<file path="config.mk">
export PLATFORM = sky130hd
export DESIGN_NAME = multi_scorekeeper
export DESIGN_NICKNAME = d
export VERILOG_FILES = /design/src/rtl/multi_scorekeeper.sv
export SDC_FILE = /design/constraint.sdc
export NUM_CORES = 1
export LEC_CHECK = 0
export CAP_MARGIN = 20
export CORE_MARGIN = 3
export CORE_UTILIZATION = 43
export CTS_CLUSTER_DIAMETER = 150
export DETAILED_ROUTE_END_ITERATION = 8
export HOLD_SLACK_MARGIN = 0.06
export PLACE_DENSITY = 0.84
export SLEW_MARGIN = 20
export SYNTH_ARGS = -nofsm -noshare
export SYNTH_HDL_FRONTEND = slang
export SYNTH_SLANG_ARGS = --single-unit
export TNS_END_PERCENT = 100
</file>
<file path="constraint.sdc">
create_clock -name clk -period 3.1 [get_ports clk]
set_clock_uncertainty 0.2 [all_clocks]
set_input_delay 0.31 -clock clk [delete_from_list [all_inputs] [get_ports clk]]
set_output_delay 0.31 -clock clk [all_outputs]
set_load 0.02 [all_outputs]
</file>
<file path="src/rtl/multi_scorekeeper.sv">
// Multi-player snake scorekeeper: per-player apple crediting, BCD scores, lengths,
// best score, current leader and a 7-segment view of one selected player's score.
module multi_scorekeeper #(
  parameter int unsigned NUM_PLAYERS = 2,
  parameter int unsigned COORD_W     = 7,
  parameter int unsigned NUM_DIGITS  = 2,
  parameter int unsigned INIT_LEN    = 3,
  parameter int unsigned LEN_W       = 7,
  localparam int unsigned SelW       = (NUM_PLAYERS > 1) ? $clog2(NUM_PLAYERS) : 1
) (
  input  logic                           clk,
  input  logic                           reset,
  input  logic                           gameOver,
  input  logic [NUM_PLAYERS-1:0]         alive,
  input  logic [NUM_PLAYERS*COORD_W-1:0] snakeX,
  input  logic [NUM_PLAYERS*COORD_W-1:0] snakeY,
  input  logic [COORD_W-1:0]             appleX,
  input  logic [COORD_W-1:0]             appleY,
  input  logic [SelW-1:0]                dispSel,
  output logic [NUM_PLAYERS*LEN_W-1:0]   snakelength,
  output logic [NUM_PLAYERS-1:0]         eaten,
  output logic [NUM_DIGITS*7-1:0]        HEX,
  output logic [NUM_DIGITS*4-1:0]        highScore,
  output logic [SelW-1:0]                leader
);

  localparam int unsigned ScoreW = NUM_DIGITS * 4;

  typedef logic [ScoreW-1:0] score_t;
  typedef logic [LEN_W-1:0]  len_t;
  typedef enum logic {StPlay, StStop} state_e;

  localparam score_t ScoreMax = {NUM_DIGITS{4'h9}};
  localparam len_t   LenMax   = '1;
  localparam len_t   LenInit  = LEN_W'(INIT_LEN);

  state_e                  state_q [NUM_PLAYERS];
  state_e                  state_d [NUM_PLAYERS];
  score_t                  score_q [NUM_PLAYERS];
  score_t                  score_d [NUM_PLAYERS];
  len_t                    len_q   [NUM_PLAYERS];
  len_t                    len_d   [NUM_PLAYERS];
  logic [NUM_PLAYERS-1:0]  hit;
  logic [NUM_PLAYERS-1:0]  hit_q;
  logic [NUM_PLAYERS-1:0]  credit;
  logic [NUM_PLAYERS-1:0]  eaten_q;
  score_t                  high_q, high_d;
  logic [SelW-1:0]         leader_q, leader_d;
  logic [NUM_DIGITS*7-1:0] hex_q, hex_d;

  function automatic score_t bcd_inc(input score_t v);
    score_t r;
    logic   carry;
    r     = v;
    carry = 1'b1;
    for (int d = 0; d < NUM_DIGITS; d++) begin
      if (carry) begin
        if (v[d*4 +: 4] == 4'd9) begin
          r[d*4 +: 4] = 4'd0;
        end else begin
          r[d*4 +: 4] = v[d*4 +: 4] + 4'd1;
          carry       = 1'b0;
        end
      end
    end
    return r;
  endfunction

  // Active-low segments, gfedcba order.
  function automatic logic [6:0] seg7(input logic [3:0] digit);
    logic [6:0] s;
    case (digit)
      4'd0:    s = 7'b1000000;
      4'd1:    s = 7'b1111001;
      4'd2:    s = 7'b0100100;
      4'd3:    s = 7'b0110000;
      4'd4:    s = 7'b0011001;
      4'd5:    s = 7'b0010010;
      4'd6:    s = 7'b0000010;
      4'd7:    s = 7'b1111000;
      4'd8:    s = 7'b0000000;
      4'd9:    s = 7'b0010000;
      default: s = 7'b1111111;
    endcase
    return s;
  endfunction

  always_comb begin
    hit = '0;
    for (int i = 0; i < NUM_PLAYERS; i++) begin
      hit[i] = (snakeX[i*COORD_W +: COORD_W] == appleX) &&
               (snakeY[i*COORD_W +: COORD_W] == appleY);
    end
  end

  // Only the lowest-indexed eligible rising hit takes the apple.
  always_comb begin
    logic taken;
    credit = '0;
    taken  = 1'b0;
    for (int i = 0; i < NUM_PLAYERS; i++) begin
      if (hit[i] && !hit_q[i] && state_q[i] == StPlay && !gameOver && alive[i] && !taken) begin
        credit[i] = 1'b1;
        taken     = 1'b1;
      end
    end
  end

  always_comb begin
    for (int i = 0; i < NUM_PLAYERS; i++) begin
      state_d[i] = state_q[i];
      score_d[i] = score_q[i];
      len_d[i]   = len_q[i];
      if (state_q[i] == StPlay && (gameOver || !alive[i])) begin
        state_d[i] = StStop;
      end
      if (credit[i]) begin
        if (score_q[i] != ScoreMax) begin
          score_d[i] = bcd_inc(score_q[i]);
        end
        if (len_q[i] != LenMax) begin
          len_d[i] = len_q[i] + len_t'(1);
        end
      end
    end
  end

  // Packed BCD orders the same as binary, so plain magnitude compares work.
  always_comb begin
    score_t best;
    best     = score_q[0];
    leader_d = '0;
    for (int i = 1; i < NUM_PLAYERS; i++) begin
      if (score_q[i] > best) begin
        best     = score_q[i];
        leader_d = SelW'(i);
      end
    end
    high_d = (best > high_q) ? best : high_q;
  end

  always_comb begin
    score_t sel_score;
    logic   sel_ok;
    sel_score = '0;
    sel_ok    = 1'b0;
    for (int i = 0; i < NUM_PLAYERS; i++) begin
      if (dispSel == SelW'(i)) begin
        sel_score = score_q[i];
        sel_ok    = 1'b1;
      end
    end
    hex_d = '1;
    if (sel_ok) begin
      for (int d = 0; d < NUM_DIGITS; d++) begin
        hex_d[d*7 +: 7] = seg7(sel_score[d*4 +: 4]);
      end
    end
  end

  always_ff @(posedge clk) begin
    if (!reset) begin
      for (int i = 0; i < NUM_PLAYERS; i++) begin
        state_q[i] <= StPlay;
        score_q[i] <= '0;
        len_q[i]   <= LenInit;
      end
      hit_q    <= '0;
      eaten_q  <= '0;
      high_q   <= '0;
      leader_q <= '0;
      hex_q    <= {NUM_DIGITS{7'b1000000}};
    end else begin
      for (int i = 0; i < NUM_PLAYERS; i++) begin
        state_q[i] <= state_d[i];
        score_q[i] <= score_d[i];
        len_q[i]   <= len_d[i];
      end
      hit_q    <= hit;
      eaten_q  <= credit;
      high_q   <= high_d;
      leader_q <= leader_d;
      hex_q    <= hex_d;
    end
  end

  always_comb begin
    snakelength = '0;
    for (int i = 0; i < NUM_PLAYERS; i++) begin
      snakelength[i*LEN_W +: LEN_W] = len_q[i];
    end
  end

  assign eaten     = eaten_q;
  assign HEX       = hex_q;
  assign highScore = high_q;
  assign leader    = leader_q;

endmodule

</file>
---- Yosys cells after proc, flatten, opt, wreduce, memory -nomap -nowiden ----
Memories as Yosys holds them, arrays and structs flattened. A register that Yosys moved wholly into a read port is not among the register bits.
Cells that the tools add are included.
operators by class
  add/sub/neg operators ................... 6
  order comparisons ....................... 2
  eq/ne operators ......................... 12
  mux-type cells .......................... 35
  bitwise gates (word level) .............. 8
  reduce and logical (&&, ||, !) cells .... 23
operators by type and width
  operator                                      count
  2-to-1 mux 8 bit                              8
  2-to-1 mux 7 bit                              6
  equality test 7 bit                           4
  2-to-1 mux 4 bit                              6
  adder 4 x 1 -> 4 bit (second input constant)  4
  equality test 4 bit (second input constant)   4
  greater-than comparator 8 bit                 2
  != test 8 bit (second input constant)         2
  2-to-1 mux 1 bit                              15
  adder 7 x 1 -> 7 bit (second input constant)  2
  != test 7 bit (second input constant)         2
  logical AND 1 bit                             13
  zero test 1 bit                               8
  bitwise OR 1 bit                              6
  logical OR 1 bit                              2
  inverter 1 bit                                2
word-level totals
  register bits ........................... 13
  bits in writable memories ............... 32
  ROM bits ................................ 224
  bits of input ports ..................... 48
  output and inout bits ................... 39
  logic and storage cells ................. 95
  memories ................................ 5
memory list
  name              words  bits a word  read ports  clocked after Yosys merged registers in  wr ports  line  source
  (name not given)  16     7            1           1                                        0         72    case (digit)
  (name not given)  16     7            1           1                                        0         72
  score_q           2      8            2           0                                        2         39    score_t score_q [NUM_PLAYERS];
  len_q             2      7            2           0                                        2         41    len_t len_q [NUM_PLAYERS];
  state_q           2      1            2           0                                        2         37    state_e state_q [NUM_PLAYERS];

---- Logic depth before layout (Yosys ltp) ----
  word-level depth ........................ 15
  depth in mapped cells ................... 18
  gate-level depth less buffers ........... 15

---- Worst setup path after synthesis ----
No wires, ideal clock.
  path kind ............................... register -> register
  from .................................... memory score_q[0][1] (netlist bit)
  to ...................................... register high_q[2], in the netlist highScore[2]
  library setup time ...................... 0.070 ns
  arrival ................................. 3.156 ns
  data required time ...................... 2.830 ns
  setup slack ............................. -0.326 ns
  stages on the path, launching flop included .. 18
  path buffers ............................ 2
  period minus slack after synthesis ...... 3.426 ns
  cells stage by stage .................... dfxtp_1 inv_1 ha_1 nor2b_1 o211ai_1 a21oi_1 o22ai_1 buf_2 mux2i_1 inv_1 ha_1 a21oi_1 o21ai_0 mux2i_1 a21oi_1 clkbuf_1 o21ai_0 a21oi_1
RTL lines
  item                    line  source
  start: declaration      39
  end signal: assignment  181   high_q <= high_d;
  end: declaration        47    score_t high_q, high_d;

==> metrics.yaml <==
diodes: 0
die-width_um: 96.8
finalHoldViolations: 0
num_vias: 3652
finalPower_w: 0.00242
relSlewSlack: 0.604
critPathRequiredTime_ns: 3.18
comb_power_share: 0.291
drc: 0
p_sw_frac: 0.298
drtAntennaViolNets: 0
cts.clk_slew.worst_paths_ns: 0.08
hpwl_mm: 6.86
start_util: 0.452
drt_iter0_drc: 248
area_growth_pct: 50.6
power_switching_w: 0.000721
first_pass_iters: 6
grt_pass1_vias: 3647
core.rowCount: 32
netlist_instances: 419
ioPinCount: 87
power.density_mw_per_mm2: 453
root_buffer: "clkbuf_8"
critPathCaptureType: "flip-flop"
gp_congestion: 0.830
synth_commonest_cells: "dfxtp_1 (59), nand2_1 (46), xnor2_1 (33)"
path_max_fanout: 8
portBuffers: 86
grt_usage: 0.205
slew_viol_final: 0
peakVddDrop_mv: 0.269
p_clk_frac: 0.365
hold_buffers: 0
avgSynthCellArea_um2: 8.46
setup_ws_ns: -0.360
via_per_inst: 5.65
leakage_nw: 2.07
synth_edf_count: 0
final_layout_size_suffix_gt1_frac: 0.188
synth_most_common_cell: "dfxtp_1"
grt_max_degree: 51
grt_setup_unrepaired: "true"
wl_mm: 10.4
fin_nets: 615
htree_num_levels: 3
netlist.area_leader.share: 0.333
synth_area_leaders: "dfxtp_1 (33%), ha_1 (9.9%), xnor2_1 (8.2%)"
synth_top_cell_by_area: "dfxtp_1"
status: "finished with violations"
violations: "negative setup slack"
max_slew.worst_pin.slew_ns: 0.578
synth_fp_nets: 495
dieArea_mm2: 0.00937
grt_antenna_before_repair: 0
cts_tree: "yes"
grt_pass1_wl_mm: 16.0
stdcell_count: 646
hold_path.class: "flip-flop to flip-flop"
setup_viol: 8
synth_cell_type_count: 45
power.internal_w: 0.00170
critPathLaunchType: "flip-flop"
clkSinkCount: 59
min_period_ns: 3.46
ys_seq_area_frac: 0.333
cts_buffers: 9
dp_cells: 621
cp.arrival_ns: 3.54
period_share: 1.12
seqPwrFrac: 0.344
cts_buffer_depth: 2
synth_area_mm2: 0.00355
nFillCells: 563
cap_violations: 0
grt.overflow.total: 0
core_mm2: 0.00785
final_core_utilization: 0.680
fmax_ghz: 0.289
worstSkewPairLatency_ns: 0.35
async_flop_share: 0
wl_per_cell_um: 16.1
criticalPathCategory: "flip-flop to flip-flop"
ys.flop_type: "dfxtp_1"
synth-seq-cells: 59
die_y_um: 96.8
yosysWarnings: 0
[path summary, 6_finish.rpt]
check	from	end	slack (ns)	depth (start not counted)
max	score_q[0][1]	highScore[6]	-0.36	17
min	len_q[0][5]	len_q[0][5]	0.31	2
max reg2reg	score_q[0][1]	highScore[6]	-0.36	17
min reg2reg	len_q[0][5]	len_q[0][5]	0.31	2
[per-layer routing]
metal	global-route usage	routed length, µm	vias up
met4	0.111	435	0
met3	0.0469	761	50
met5	0	0	-
li1	-	-	1713
met1	0.225	3910	1696
met2	0.364	5270	193
[timing repair]
action,CTS,global route
pin swaps,2,8
gates resized for setup,22,36
setup endpoints to repair,8,8
gates cloned,0,1
setup buffers,4,4
[cells by family (layout without fill, tap and decap cells)]
group,count (synthesis),after routing,share of synthesized area
buf+inv,47,172,0.0526
compound gates,88,88,0.153
mux,27,27,0.0769
flops,59,59,0.333
fa+ha+maj,28,28,0.0988
xor+xnor,34,34,0.0840
simple gates,136,136,0.201
[worst max-delay path, cell delays in order (launching register included)]
cell,delay (ns)
dfxtp_4,0.38
inv_4,0.04
ha_4,0.21
nor2b_4,0.12
o211ai_1,0.27
a21oi_1,0.12
o22ai_1,0.24
buf_6,0.23
mux2i_4,0.26
inv_1,0.11
ha_4,0.28
nor2b_1,0.12
o21a_1,0.14
o21ai_2,0.08
a21oi_4,0.22
buf_12,0.16
o21ai_1,0.06
a21oi_1,0.13
[placed cells by master, fill, tap and decap left out, types with 3 or more instances in the layout]
master	instances
a21oi_1	24
a21oi_2	5
and2_1	4
and3_1	7
buf_4	36
bufinv_16	3
clkbuf_8	9
clkdlybuf4s50_1	86
clkinv_4	3
dfxtp_1	56
ha_1	19
ha_4	9
inv_1	24
inv_2	5
mux2i_1	17
mux2i_4	7
nand2_1	46
nand2b_1	8
nand3_1	10
nand4_1	19
nor2_1	19
o211ai_1	5
o21a_1	9
o21ai_0	16
o21ai_1	5
o21ai_2	5
o31ai_1	3
or3_1	5
or4_1	3
xnor2_1	33
[final cells by class]
class	instances	area, µm²	share of cell area
Multi-Input combinational cell	313	2450	0.459
Timing Repair Buffer	126	1210	0.226
Sequential cell	59	1190	0.223
Tap cell	102	128	0.0239
Clock inverter	7	125	0.0234
Clock buffer	9	124	0.0232
Inverter	30	115	0.0216
[stage by stage]
| step | hold slack [ns] | setup TNS [ns] | setup WS, ns | area [µm²] |
|---|---|---|---|---|
| global route | 0.336 | -3.69 | -0.476 | 5340 |
| CTS | 0.302 | -0.0379 | -0.0138 | 5090 |
| detailed placement | 0.288 | -2.61 | -0.341 | 4710 |
| floorplan | 0.202 | 0 | 0.00546 | 3570 |
| global placement | 0.273 | -0.629 | -0.0824 | 4710 |
| finish | 0.305 | -2.74 | -0.360 | 5340 |
[flip-flops by register name (all words and copies together) (netlist names)]
register / cells
highScore: 8
state_q: 2
score_q: 16
eaten: 2
HEX: 14
leader: 1
hit_q: 2
len_q: 14
[power by group through the flow]
stage	combinational [W]	sequential (W)	clock, W
detailed placement	0.000450	0.000839	0
CTS	0.000552	0.000824	0.000892
global route	0.000747	0.000834	0.000930
finish	0.000703	0.000831	0.000882
floorplan	0.000249	0.000877	0
global placement	0.000430	0.000837	0
Power figures use the tool's default switching activity.
